==> src/rtl/ysyx_22041071_axi_rd_arb_pkg.sv <==
// Shared types and constants for the two-master AXI read arbiter
// (FSM state codes, requester IDs, default transfer size).
package ysyx_22041071_axi_rd_arb_pkg;

  typedef enum logic [1:0] {
    ARB_IDLE = 2'd0,
    ARB_AR   = 2'd1,
    ARB_R    = 2'd2
  } arb_state_e;

  localparam logic       ARB_ID_IF  = 1'b0;
  localparam logic       ARB_ID_LSU = 1'b1;
  localparam logic [1:0] SIZE_D     = 2'b11;

  function automatic logic [1:0] id_onehot(input logic id);
    return id ? 2'b10 : 2'b01;
  endfunction

endpackage

==> src/rtl/ysyx_22041071_axi_rd_arb_if.sv <==
// Bundle of requester-side (s_*) and downstream-side (m_*) AXI read signals.
// master: arbiter view; slave: requesters plus downstream bridge view.
interface ysyx_22041071_axi_rd_arb_if #(
  parameter int ADDR_W = 64,
  parameter int DATA_W = 64,
  parameter int LEN_W  = 8,
  parameter int RESP_W = 2
);
  // valid/ready: a beat transfers on any rising clk edge where both valid and
  // ready are high; a source holds valid and payload until that edge.
  logic [1:0]          s_ar_valid;
  logic [1:0]          s_ar_ready;
  logic [2*ADDR_W-1:0] s_addr;
  logic [2*LEN_W-1:0]  s_len;
  logic [3:0]          s_size;
  logic [1:0]          s_r_valid;
  logic [1:0]          s_r_ready;
  logic [DATA_W-1:0]   s_r_data;
  logic [RESP_W-1:0]   s_r_resp;
  logic                s_r_last;

  logic                m_ar_valid;
  logic                m_ar_ready;
  logic [ADDR_W-1:0]   m_addr;
  logic [LEN_W-1:0]    m_len;
  logic [1:0]          m_size;
  logic                m_r_valid;
  logic                m_r_ready;
  logic [DATA_W-1:0]   m_r_data;
  logic [RESP_W-1:0]   m_r_resp;
  logic                m_r_last;

  modport master (
    input  s_ar_valid, s_addr, s_len, s_size, s_r_ready,
           m_ar_ready, m_r_valid, m_r_data, m_r_resp, m_r_last,
    output s_ar_ready, s_r_valid, s_r_data, s_r_resp, s_r_last,
           m_ar_valid, m_addr, m_len, m_size, m_r_ready
  );

  modport slave (
    output s_ar_valid, s_addr, s_len, s_size, s_r_ready,
           m_ar_ready, m_r_valid, m_r_data, m_r_resp, m_r_last,
    input  s_ar_ready, s_r_valid, s_r_data, s_r_resp, s_r_last,
           m_ar_valid, m_addr, m_len, m_size, m_r_ready
  );

endinterface

==> src/rtl/ysyx_22041071_arb_pick.sv <==
// Combinational 2-way picker. YSYX_22041071_ARB_RR_EN selects round-robin;
// otherwise LSU (req 1) has fixed priority over IF (req 0).
module ysyx_22041071_arb_pick
  import ysyx_22041071_axi_rd_arb_pkg::*;
(
  input  logic [1:0] req_i,
  input  logic       last_grant_i,
  output logic       grant_o,
  output logic       any_o
);

  assign any_o = |req_i;

`ifdef YSYX_22041071_ARB_RR_EN
  always_comb begin
    grant_o = ARB_ID_IF;
    if (&req_i)              grant_o = ~last_grant_i;
    else if (req_i[ARB_ID_LSU]) grant_o = ARB_ID_LSU;
  end
`else
  logic unused_last_grant;
  assign unused_last_grant = last_grant_i;
  assign grant_o = req_i[ARB_ID_LSU] ? ARB_ID_LSU : ARB_ID_IF;
`endif

endmodule

==> src/rtl/ysyx_22041071_axi_rd_arb.sv <==
// Two-master read arbiter: IF/LSU share one AXI read port, one transaction
// in flight. Arbitration mode set by YSYX_22041071_ARB_RR_EN (see picker).
module ysyx_22041071_axi_rd_arb
  import ysyx_22041071_axi_rd_arb_pkg::*;
#(
  parameter int ADDR_W = 64,
  parameter int DATA_W = 64,
  parameter int LEN_W  = 8,
  parameter int RESP_W = 2
) (
  input  logic                        clk,
  input  logic                        reset,
  ysyx_22041071_axi_rd_arb_if.master  bus,
  output logic                        arb_err,
  output arb_state_e                  dbg_state_o
);

  arb_state_e        state_q;
  logic              grant_q;
  logic              last_grant_q;
  logic              m_ar_valid_q;
  logic              arb_err_q;
  logic [ADDR_W-1:0] m_addr_q;
  logic [LEN_W-1:0]  m_len_q;
  logic [1:0]        m_size_q;
  logic [LEN_W-1:0]  beat_cnt_q;
  logic [LEN_W-1:0]  beat_cnt_d;
  logic              pick_grant;
  logic              pick_any;
  logic              r_hs;

  ysyx_22041071_arb_pick u_pick (
    .req_i        (bus.s_ar_valid),
    .last_grant_i (last_grant_q),
    .grant_o      (pick_grant),
    .any_o        (pick_any)
  );

  assign r_hs       = (state_q == ARB_R) && bus.m_r_valid && bus.s_r_ready[grant_q];
  assign beat_cnt_d = beat_cnt_q + 1'b1;

  always_ff @(posedge clk) begin
    if (reset) begin
      state_q      <= ARB_IDLE;
      grant_q      <= ARB_ID_IF;
      last_grant_q <= ARB_ID_IF;
      m_ar_valid_q <= 1'b0;
      arb_err_q    <= 1'b0;
      m_addr_q     <= '0;
      m_len_q      <= '0;
      m_size_q     <= '0;
      beat_cnt_q   <= '0;
    end else begin
      case (state_q)
        ARB_IDLE: begin
          if (bus.m_r_valid) arb_err_q <= 1'b1;
          if (pick_any) begin
            grant_q      <= pick_grant;
            m_addr_q     <= pick_grant ? bus.s_addr[2*ADDR_W-1:ADDR_W] : bus.s_addr[ADDR_W-1:0];
            m_len_q      <= pick_grant ? bus.s_len[2*LEN_W-1:LEN_W]    : bus.s_len[LEN_W-1:0];
            m_size_q     <= pick_grant ? bus.s_size[3:2]               : bus.s_size[1:0];
            m_ar_valid_q <= 1'b1;
            state_q      <= ARB_AR;
          end
        end
        ARB_AR: begin
          if (bus.m_r_valid) arb_err_q <= 1'b1;
          if (bus.m_ar_ready) begin
            m_ar_valid_q <= 1'b0;
            beat_cnt_q   <= '0;
            state_q      <= ARB_R;
          end
        end
        ARB_R: begin
          if (r_hs) begin
            beat_cnt_q <= beat_cnt_d;
            // A short or long burst still terminates; the mismatch is only flagged.
            if (bus.m_r_last) begin
              state_q      <= ARB_IDLE;
              last_grant_q <= grant_q;
              if (beat_cnt_q != m_len_q) arb_err_q <= 1'b1;
            end
          end
        end
        default: state_q <= ARB_IDLE;
      endcase
    end
  end

  always_comb begin
    bus.s_ar_ready = 2'b00;
    bus.s_r_valid  = 2'b00;
    bus.m_r_ready  = 1'b0;
    if (state_q == ARB_AR && bus.m_ar_ready) bus.s_ar_ready = id_onehot(grant_q);
    if (state_q == ARB_R) begin
      bus.s_r_valid = bus.m_r_valid ? id_onehot(grant_q) : 2'b00;
      bus.m_r_ready = bus.s_r_ready[grant_q];
    end
  end

  assign bus.s_r_data   = bus.m_r_data;
  assign bus.s_r_resp   = bus.m_r_resp;
  assign bus.s_r_last   = bus.m_r_last;
  assign bus.m_ar_valid = m_ar_valid_q;
  assign bus.m_addr     = m_addr_q;
  assign bus.m_len      = m_len_q;
  assign bus.m_size     = m_size_q;
  assign arb_err        = arb_err_q;
  assign dbg_state_o    = state_q;

endmodule

==> src/flat_wrapper.sv <==
// flat-port wrapper written by rule: the top's interface ports become plain ports
module ysyx_22041071_axi_rd_arb_flat import ysyx_22041071_axi_rd_arb_pkg::*;
#(
  parameter int ADDR_W = 64,
  parameter int DATA_W = 64,
  parameter int LEN_W  = 8,
  parameter int RESP_W = 2
)
  (clk, reset, arb_err, dbg_state_o, bus_s_ar_valid, bus_s_addr, bus_s_len, bus_s_size, bus_s_r_ready, bus_m_ar_ready, bus_m_r_valid, bus_m_r_data, bus_m_r_resp, bus_m_r_last, bus_s_ar_ready, bus_s_r_valid, bus_s_r_data, bus_s_r_resp, bus_s_r_last, bus_m_ar_valid, bus_m_addr, bus_m_len, bus_m_size, bus_m_r_ready);
  ysyx_22041071_axi_rd_arb_if #(.ADDR_W(ADDR_W), .DATA_W(DATA_W), .LEN_W(LEN_W), .RESP_W(RESP_W)) bus_i ();
  input  logic clk;
  input  logic reset;
  output logic arb_err;
  output arb_state_e dbg_state_o;
  input wire logic [$bits(bus_i.s_ar_valid)-1:0] bus_s_ar_valid;
  input wire logic [$bits(bus_i.s_addr)-1:0] bus_s_addr;
  input wire logic [$bits(bus_i.s_len)-1:0] bus_s_len;
  input wire logic [$bits(bus_i.s_size)-1:0] bus_s_size;
  input wire logic [$bits(bus_i.s_r_ready)-1:0] bus_s_r_ready;
  input wire logic [$bits(bus_i.m_ar_ready)-1:0] bus_m_ar_ready;
  input wire logic [$bits(bus_i.m_r_valid)-1:0] bus_m_r_valid;
  input wire logic [$bits(bus_i.m_r_data)-1:0] bus_m_r_data;
  input wire logic [$bits(bus_i.m_r_resp)-1:0] bus_m_r_resp;
  input wire logic [$bits(bus_i.m_r_last)-1:0] bus_m_r_last;
  output wire logic [$bits(bus_i.s_ar_ready)-1:0] bus_s_ar_ready;
  output wire logic [$bits(bus_i.s_r_valid)-1:0] bus_s_r_valid;
  output wire logic [$bits(bus_i.s_r_data)-1:0] bus_s_r_data;
  output wire logic [$bits(bus_i.s_r_resp)-1:0] bus_s_r_resp;
  output wire logic [$bits(bus_i.s_r_last)-1:0] bus_s_r_last;
  output wire logic [$bits(bus_i.m_ar_valid)-1:0] bus_m_ar_valid;
  output wire logic [$bits(bus_i.m_addr)-1:0] bus_m_addr;
  output wire logic [$bits(bus_i.m_len)-1:0] bus_m_len;
  output wire logic [$bits(bus_i.m_size)-1:0] bus_m_size;
  output wire logic [$bits(bus_i.m_r_ready)-1:0] bus_m_r_ready;
  assign bus_i.s_ar_valid = bus_s_ar_valid;
  assign bus_i.s_addr = bus_s_addr;
  assign bus_i.s_len = bus_s_len;
  assign bus_i.s_size = bus_s_size;
  assign bus_i.s_r_ready = bus_s_r_ready;
  assign bus_i.m_ar_ready = bus_m_ar_ready;
  assign bus_i.m_r_valid = bus_m_r_valid;
  assign bus_i.m_r_data = bus_m_r_data;
  assign bus_i.m_r_resp = bus_m_r_resp;
  assign bus_i.m_r_last = bus_m_r_last;
  assign bus_s_ar_ready = bus_i.s_ar_ready;
  assign bus_s_r_valid = bus_i.s_r_valid;
  assign bus_s_r_data = bus_i.s_r_data;
  assign bus_s_r_resp = bus_i.s_r_resp;
  assign bus_s_r_last = bus_i.s_r_last;
  assign bus_m_ar_valid = bus_i.m_ar_valid;
  assign bus_m_addr = bus_i.m_addr;
  assign bus_m_len = bus_i.m_len;
  assign bus_m_size = bus_i.m_size;
  assign bus_m_r_ready = bus_i.m_r_ready;
  ysyx_22041071_axi_rd_arb #(.ADDR_W(ADDR_W), .DATA_W(DATA_W), .LEN_W(LEN_W), .RESP_W(RESP_W)) u_core (.clk(clk), .reset(reset), .bus(bus_i), .arb_err(arb_err), .dbg_state_o(dbg_state_o));
endmodule
==> config.mk <==
export PLATFORM = sky130hd
export DESIGN_NAME = ysyx_22041071_axi_rd_arb_flat
export DESIGN_NICKNAME = d
export VERILOG_FILES = /design/src/rtl/ysyx_22041071_axi_rd_arb_pkg.sv /design/src/rtl/ysyx_22041071_axi_rd_arb_if.sv /design/src/rtl/ysyx_22041071_arb_pick.sv /design/src/rtl/ysyx_22041071_axi_rd_arb.sv /design/src/flat_wrapper.sv
export SDC_FILE = /design/constraint.sdc
export NUM_CORES = 1
export LEC_CHECK = 0
export CAP_MARGIN = 15
export CELL_PAD_IN_SITES_DETAIL_PLACEMENT = 0
export CELL_PAD_IN_SITES_GLOBAL_PLACEMENT = 2
export CORE_AREA = 3 3 145 147
export CTS_CLUSTER_SIZE = 28
export DETAILED_ROUTE_END_ITERATION = 16
export DIE_AREA = 0 0 148 150
export DONT_BUFFER_PORTS = 1
export PLACE_DENSITY = 0.58
export REMOVE_ABC_BUFFERS = 1
export SYNTH_ARGS = -nofsm -noshare
export SYNTH_HDL_FRONTEND = slang
export SYNTH_SLANG_ARGS = --single-unit
==> constraint.sdc <==
create_clock -name clk -period 1.3 [get_ports clk]
set_input_delay 0.13 -clock clk [delete_from_list [all_inputs] [get_ports clk]]
set_output_delay 0.13 -clock clk [all_outputs]
set_load 0.02 [all_outputs]
==> reports/qor.csv, run 1 <==
stage,metric,value,unit
setup_path,crit start category,register,
synth,most area-hungry cell type in the Yosys netlist,dfxtp_1,
timing,Final Hold Fails,80,
cts,clock root buffer,clkbuf_16,
drt,drt wl/cell,26.6,um
floorplanning,# rows,52,
final_layout,Non-Filler Instances,758,
timing,final worst setup slack,-0.163,ns
timing,RSZ-0062 raised after global routing,yes,
setup_path,Setup CP Type,reg -> out,
synth,synth warn,0,
synth,Area contributors post-synth,"dfxtp_1 (39%), mux2i_1 (17%), a211oi_1 (12%)",
floorplanning,Die H,150,um
timing,setup TNS,-7.80,ns
timing,Slew Limit Fails,0,
power_and_ir_drop,Leak,2.43,nW
cts,CTS tree,done,
setup_path,Critical Path Sink Type,output port,
setup_path,Max Fanout on Critical Path,4,
synth,sequential cell area fraction in the yosys report,0.388,
synth,synthesis-stage register bit count,87,
synth,share of the synthesized area in the top cell type,0.388,
final_layout,Layout area overhead,34.7,%
worst_hold_path,HP Class,in -> reg,
timing,Final setup viols,87,
final_layout,NumNets Final,707,
timing,final worst path period share,1.13,
status,status,finished with violations,
drt,via count,3689,
drt,Routed Antenna Nets,0,
floorplanning,core area,20000,um2
timing,Highest Clock Rate,0.684,GHz
synth,post-synthesis cell type count,37,
final_layout,# diodes,0,
power_and_ir_drop,Max IR drop VDD,0.000529,V
grt,first-pass GRT wire length,26.3,mm
final_layout,FF+latch area,1750,um2
floorplanning,DIE WIDTH,148,um
grt,initial antenna violation count,0,
grt,vias in the first global route,3525,
cts,H-tree Lvls,3,
drt,via-per-instance ratio,4.87,
place,port buffer count,0,
final_layout,most frequent cells in the layout,"dfxtp_1 (82), mux2i_1 (75), nor2_1 (54)",
final_layout,Multi-input gate area,2510,um2
cts,CTS max path bufs,2,
timing,clock skew,0.0105,ns
setup_path,"Data required, critical path",1.17,ns
cts,clk_lat worst skew,0.35,ns
grt,Total Routing Usage GR,0.167,
synth,Post-Syn Area,4490,um2
timing,Tightest Pin Transition,0.399,ns
timing,slew margin rel.,0.734,
grt,pin count of the biggest net entering global routing,82,
final_layout,Fill cells,2140,
cts,CTS buffer count,9,
drt,DRC Markers,0,
power_and_ir_drop,PwrDens,1460,nW/um2
setup_path,crit path DAT,1.33,ns
cts,"Reg clk slew, reported paths",0.07,ns
floorplanning,die footprint,22200,um2
drt,Initial DRC Count,105,
place,HPWL Detailed,13.7,mm
timing,"Min Clock Period, post-route",1.46,ns
job,max_cap viols,0,
floorplanning,num ports,373,
synth,Mapped Cells,489,
place,cell total after placement,708,
cts,Clock Sink Count,87,
floorplanning,initial core utilization,0.224,
final_layout,ratio of cells with drive above 1 in the final layout,0.424,
drt,DRT Pass-1 Iters,4,
status,failing checks,"negative hold slack, negative setup slack",
final_layout,"commonest non-fill, non-tap cell in the layout",dfxtp_1,
place,routability cong.,0.799,
timing,Worst Hold Margin,-0.163,ns
grt,gr ovfl total,0,
drt,total wire length,20.2,mm
synth,syn avg cell area,9.19,um2
[sequential cells by signal (all words and copies together), names as in the netlist]
register               cells
u_core.bus.m_len           8
u_core.beat_cnt_q          8
u_core.grant_q             1
u_core.bus.m_size          2
u_core.bus.m_ar_valid      1
u_core.arb_err             1
u_core.dbg_state_o         2
u_core.bus.m_addr         64
[Yosys cell counts]
cell and instances:
buf_6 3, a21oi_2 1, nor2b_1 1, nor4_1 1, or2b_1 1, nand2b_1 2, nor3_1 2, and2_2 2
nand3_1 2, dfxtp_1 87, xor2_1 8, mux2i_1 75, mux2_4 1, and3b_1 1, and3b_2 1, nor2_1 83
nand2_1 5, a22oi_1 1, clkbuf_1 9, o31ai_1 1, inv_1 1, o21ai_1 3, nor3b_1 1, o21ai_0 4
buf_4 71, or2_2 1, or3_1 6, o21a_1 1, a311oi_1 1, or4_1 1, a211oi_1 74, a21oi_1 11
and2_1 1, ha_1 1, buf_2 21, nand4_1 2, nand3b_1 2
[layer usage]
layer | routed length [um] | global-route usage | up-vias
met3 | 4560 | 0.183 | 18
met2 | 8610 | 0.241 | 268
li1 | - | - | 1664
met1 | 6680 | 0.156 | 1737
met4 | 245 | 0.0471 | 2
met5 | 65 | 0.0295 | -
[timing repair]
action | in CTS | in global routing
pin swaps | 39 | 21
setup buffers | 15 | 3
gates resized for setup | 93 | 58
setup endpoints to repair | 81 | 89
endpoints found under the hold margin | 80 | 80
cloned | 12 | 5
[final cells by class]
type                       count  share of cell area
multi-input combinational    297               0.415
clock buffer                  12              0.0440
sequential                    87               0.289
tap                          270              0.0558
inverter                       1            0.000620
clock inverter                 4              0.0126
timing repair buffer          87               0.183
[through the flow]
| step | worst slack, ns | total power (W) | instance area (um2) | utilization | hold WS (ns) |
|---|---|---|---|---|---|
| final | -0.163 | 0.00881 | 6050 | 0.302 | -0.163 |
| after global routing | -0.217 | 0.00918 | 6050 | 0.302 | -0.183 |
| after CTS | -0.147 | 0.00862 | 5700 | 0.285 | -0.167 |
| after detailed placement | -0.127 | 0.00477 | 4560 | 0.227 | 0.212 |
| after global placement | -0.0719 | 0.00475 | 4560 | 0.227 | 0.212 |
| after floorplan | -2.25 | 0.00433 | 3790 | - | 0.199 |
[kinds of logic after synthesis]
family,count (synthesis),synth area share
buffers and inverters,105,0.158
xor gates and xnor gates,8,0.0156
DFF,87,0.388
muxes,76,0.170
and+or+nand+nor,115,0.113
adders and majority gates,1,0.00278
AOI/OAI and AO/OA,97,0.153
[critical path, stage by stage, from the launching register on]
cell and delay, ns:
dfxtp_4 0.36, buf_6 0.12, or2b_1 0.25, nor2_2 0.13, buf_6 0.13
[worst paths after layout]
check                        start                     to  slack (ns)  cells past startpoint
max          u_core.dbg_state_o[0]          bus_m_r_ready       -0.16                      4
min                          reset  u_core.bus.m_addr[26]       -0.16                      1
max reg2reg  u_core.dbg_state_o[1]   u_core.beat_cnt_q[6]       -0.15                      6
min reg2reg  u_core.bus.m_addr[54]  u_core.bus.m_addr[54]        0.50                      2
[power breakdown]
part / total (W) / internal (W) / switching [W]
clock: 0.00302 / 0.00185 / 0.00117
sequential: 0.00349 / 0.00298 / 0.000511
combinational: 0.00230 / 0.00121 / 0.00109
total: 0.00881 / 0.00604 / 0.00277
(Power assumes the default switching activity.)
==> run 2, diff against run 1 <==
CORE_AREA = 3 3 144 146   (was 3 3 145 147)
CTS_CLUSTER_DIAMETER = 30   (was unset)
DIE_AREA = 0 0 147 149   (was 0 0 148 150)
PLACE_DENSITY = 0.56   (was 0.58)
SYNTH_HIERARCHICAL = 1   (was unset)
clock period = 1.85 ns   (was 1.3 ns; I/O delays follow)
==> reports/qor.csv, run 2 <==
stage,metric,value,unit,change
status,status,completed,,was finished with violations
floorplanning,die footprint,21900,um2,was 22200 um2
floorplanning,# rows,51,,was 52
timing,Final setup viols,0,,was 87
setup_path,crit path DAT,1.56,ns,was 1.33 ns
power_and_ir_drop,Leak,1.71,nW,was 2.43 nW
synth,Mapped Cells,487,,was 489
timing,slew margin rel.,0.655,,was 0.734
synth,synth warn,6,,was 0
cts,clk_lat worst skew,0.34,ns,was 0.35 ns
synth,syn avg cell area,9.18,um2,was 9.19 um2
final_layout,# diodes,0,,unchanged
floorplanning,Die H,149,um,was 150 um
grt,pin count of the biggest net entering global routing,93,,was 82
timing,Final Hold Fails,0,,was 80
setup_path,crit start category,register,,unchanged
cts,Clock Sink Count,87,,unchanged
setup_path,r2r endpoint,u_core/dbg_state_o[1],,was u_core.beat_cnt_q[6]
cts,H-tree Lvls,3,,unchanged
timing,clock skew,0.00487,ns,was 0.0105 ns
final_layout,Layout area overhead,0.112,%,was 34.7%
power_and_ir_drop,PwrDens,1080,nW/um2,was 1460 nW/um2
setup_path,"Data required, critical path",1.66,ns,was 1.17 ns
setup_path,Worst Reg-to-Reg Cells,5,,was 6
setup_path,CP Launch Point,u_core/dbg_state_o[1],,was u_core.dbg_state_o[0]
timing,"Min Clock Period, post-route",1.75,ns,
cts,CTS tree,done,,unchanged
grt,initial antenna violation count,0,,unchanged
synth,Post-Syn Area,4470,um2,was 4490 um2
cts,clock root buffer,clkbuf_16,,unchanged
grt,vias in the first global route,3099,,was 3525
cts,CTS buffer count,9,,unchanged
setup_path,R2R Setup Slk,0.15,ns,was -0.15 ns
timing,Tightest Pin Transition,0.518,ns,was 0.399 ns
setup_path,Max Fanout on Critical Path,6,,was 4
final_layout,Non-Filler Instances,670,,was 758
drt,DRT Pass-1 Iters,4,,unchanged
final_layout,ratio of cells with drive above 1 in the final layout,0.0593,,was 0.424
place,routability cong.,0.789,,was 0.799
grt,Total Routing Usage GR,0.159,,was 0.167
final_layout,NumNets Final,626,,was 707
timing,Slew Limit Fails,0,,unchanged
final_layout,Fill cells,2140,,unchanged
timing,setup TNS,0,ns,was -7.80 ns
drt,total wire length,18.2,mm,was 20.2 mm
drt,Routed Antenna Nets,0,,unchanged
final_layout,most frequent cells in the layout,"dfxtp_1 (87), nor2_1 (78), mux2i_1 (76), a211oi_1 (76), a21oi_1 (11)",,"was dfxtp_1 (82), mux2i_1 (75), nor2_1 (54)"
cts,CTS max path bufs,2,,unchanged
final_layout,Multi-input gate area,2030,um2,was 2510 um2
floorplanning,DIE WIDTH,147,um,was 148 um
place,HPWL Detailed,14.9,mm,was 13.7 mm
drt,via-per-instance ratio,4.69,,was 4.87
timing,RSZ-0062 raised after global routing,no,,was yes
cts,"Reg clk slew, reported paths",0.06,ns,was 0.07 ns
setup_path,Critical Path Sink Type,output port,,unchanged
drt,drt wl/cell,27.2,um,was 26.6 um
drt,Initial DRC Count,100,,was 105
place,port buffer count,0,,unchanged
drt,via count,3144,,was 3689
timing,Worst Hold Margin,0.0432,ns,was -0.163 ns
timing,Highest Clock Rate,0.571,GHz,
worst_hold_path,HP Class,in -> reg,,unchanged
grt,gr ovfl total,0,,unchanged
power_and_ir_drop,Tot Pwr,0.00485,W,was 0.00881 W
final_layout,FF+latch area,1740,um2,was 1750 um2
floorplanning,core area,19500,um2,was 20000 um2
floorplanning,initial core utilization,0.229,,was 0.224
power_and_ir_drop,Max IR drop VDD,0.000349,V,was 0.000529 V
timing,final worst path period share,0.946,,
final_layout,"commonest non-fill, non-tap cell in the layout",dfxtp_1,,unchanged
setup_path,Critical R2R Launch,u_core/dbg_state_o[1],,was u_core.dbg_state_o[1]
setup_path,CP Capture Point,bus_s_r_valid[0],,was bus_m_r_ready
floorplanning,num ports,373,,unchanged
place,cell total after placement,654,,was 708
grt,first-pass GRT wire length,24.5,mm,was 26.3 mm
drt,DRC Markers,0,,unchanged
final_layout,max reg flops,64,,unchanged
job,max_cap viols,0,,unchanged
setup_path,Setup CP Type,reg -> out,,unchanged
==> run 2: report_power, final <==
group | switching (W) | internal [W]
logic | 0.000376 | 0.000293
registers | 0.000436 | 0.00209
clock network | 0.000761 | 0.000891
total | 0.00157 | 0.00328
==> run 2: critical path, cell delays in order, from the launching register on <==
cell and delay [ns]:
dfxtp_1 0.44, nor2b_1 0.37, nand2_1 0.17, nor2_2 0.25
==> run 2: timing repair <==
item                                    CTS  global route
setup buffers                             0             0
endpoints found under the setup margin    0             1
hold endpoints to repair                 80             0
hold buffers                              2             0
gates resized for setup                   0             1
==> run 2: final cells by class <==
type,count,share of cell area
tap,265,0.0741
multi-input combinational,294,0.454
inverter,2,0.00168
sequential,87,0.389
timing repair buffer,8,0.0240
clock inverter,4,0.00559
clock buffer,10,0.0512
==> run 2: metrics by stage <==
stage / area (um2) / worst slack, ns / utilization
6_report: 4480 / 0.100 / 0.229
5_1_grt: 4480 / 0.0273 / 0.229
4_1_cts: 4470 / 0.0122 / 0.229
3_5_place_dp: 4180 / 0.345 / 0.214
3_3_place_gp: 4180 / 0.350 / 0.214
2_1_floorplan: 3770 / -2.11 / -
==> run 2: metal layers <==
metal  track usage  vias up  part of all wire
met5        0.0841        -             0.014
met4        0.0349        4             0.012
met3         0.217       19              0.29
met2         0.233      274              0.43
met1         0.118     1353              0.26
li1              -     1494                 -
==> run 2: how the worst min path moves through the flow <==
| stage | start | end | slack, ns | cells past startpoint |
|---|---|---|---|---|
| 6_report | bus_m_r_last | u_core/arb_err | 0.04 | 2 |
| 2_1_floorplan | reset | u_core/beat_cnt_q[1] | 0.25 | 1 |
| 3_3_place_gp | reset | u_core/bus.m_len[3] | 0.27 | 1 |
| 5_1_grt | bus_s_ar_valid[1] | u_core/grant_q | 0.03 | 2 |
| 4_1_cts | bus_s_ar_valid[1] | u_core/grant_q | 0.002 | 2 |
| 3_5_place_dp | reset | u_core/beat_cnt_q[1] | 0.27 | 1 |
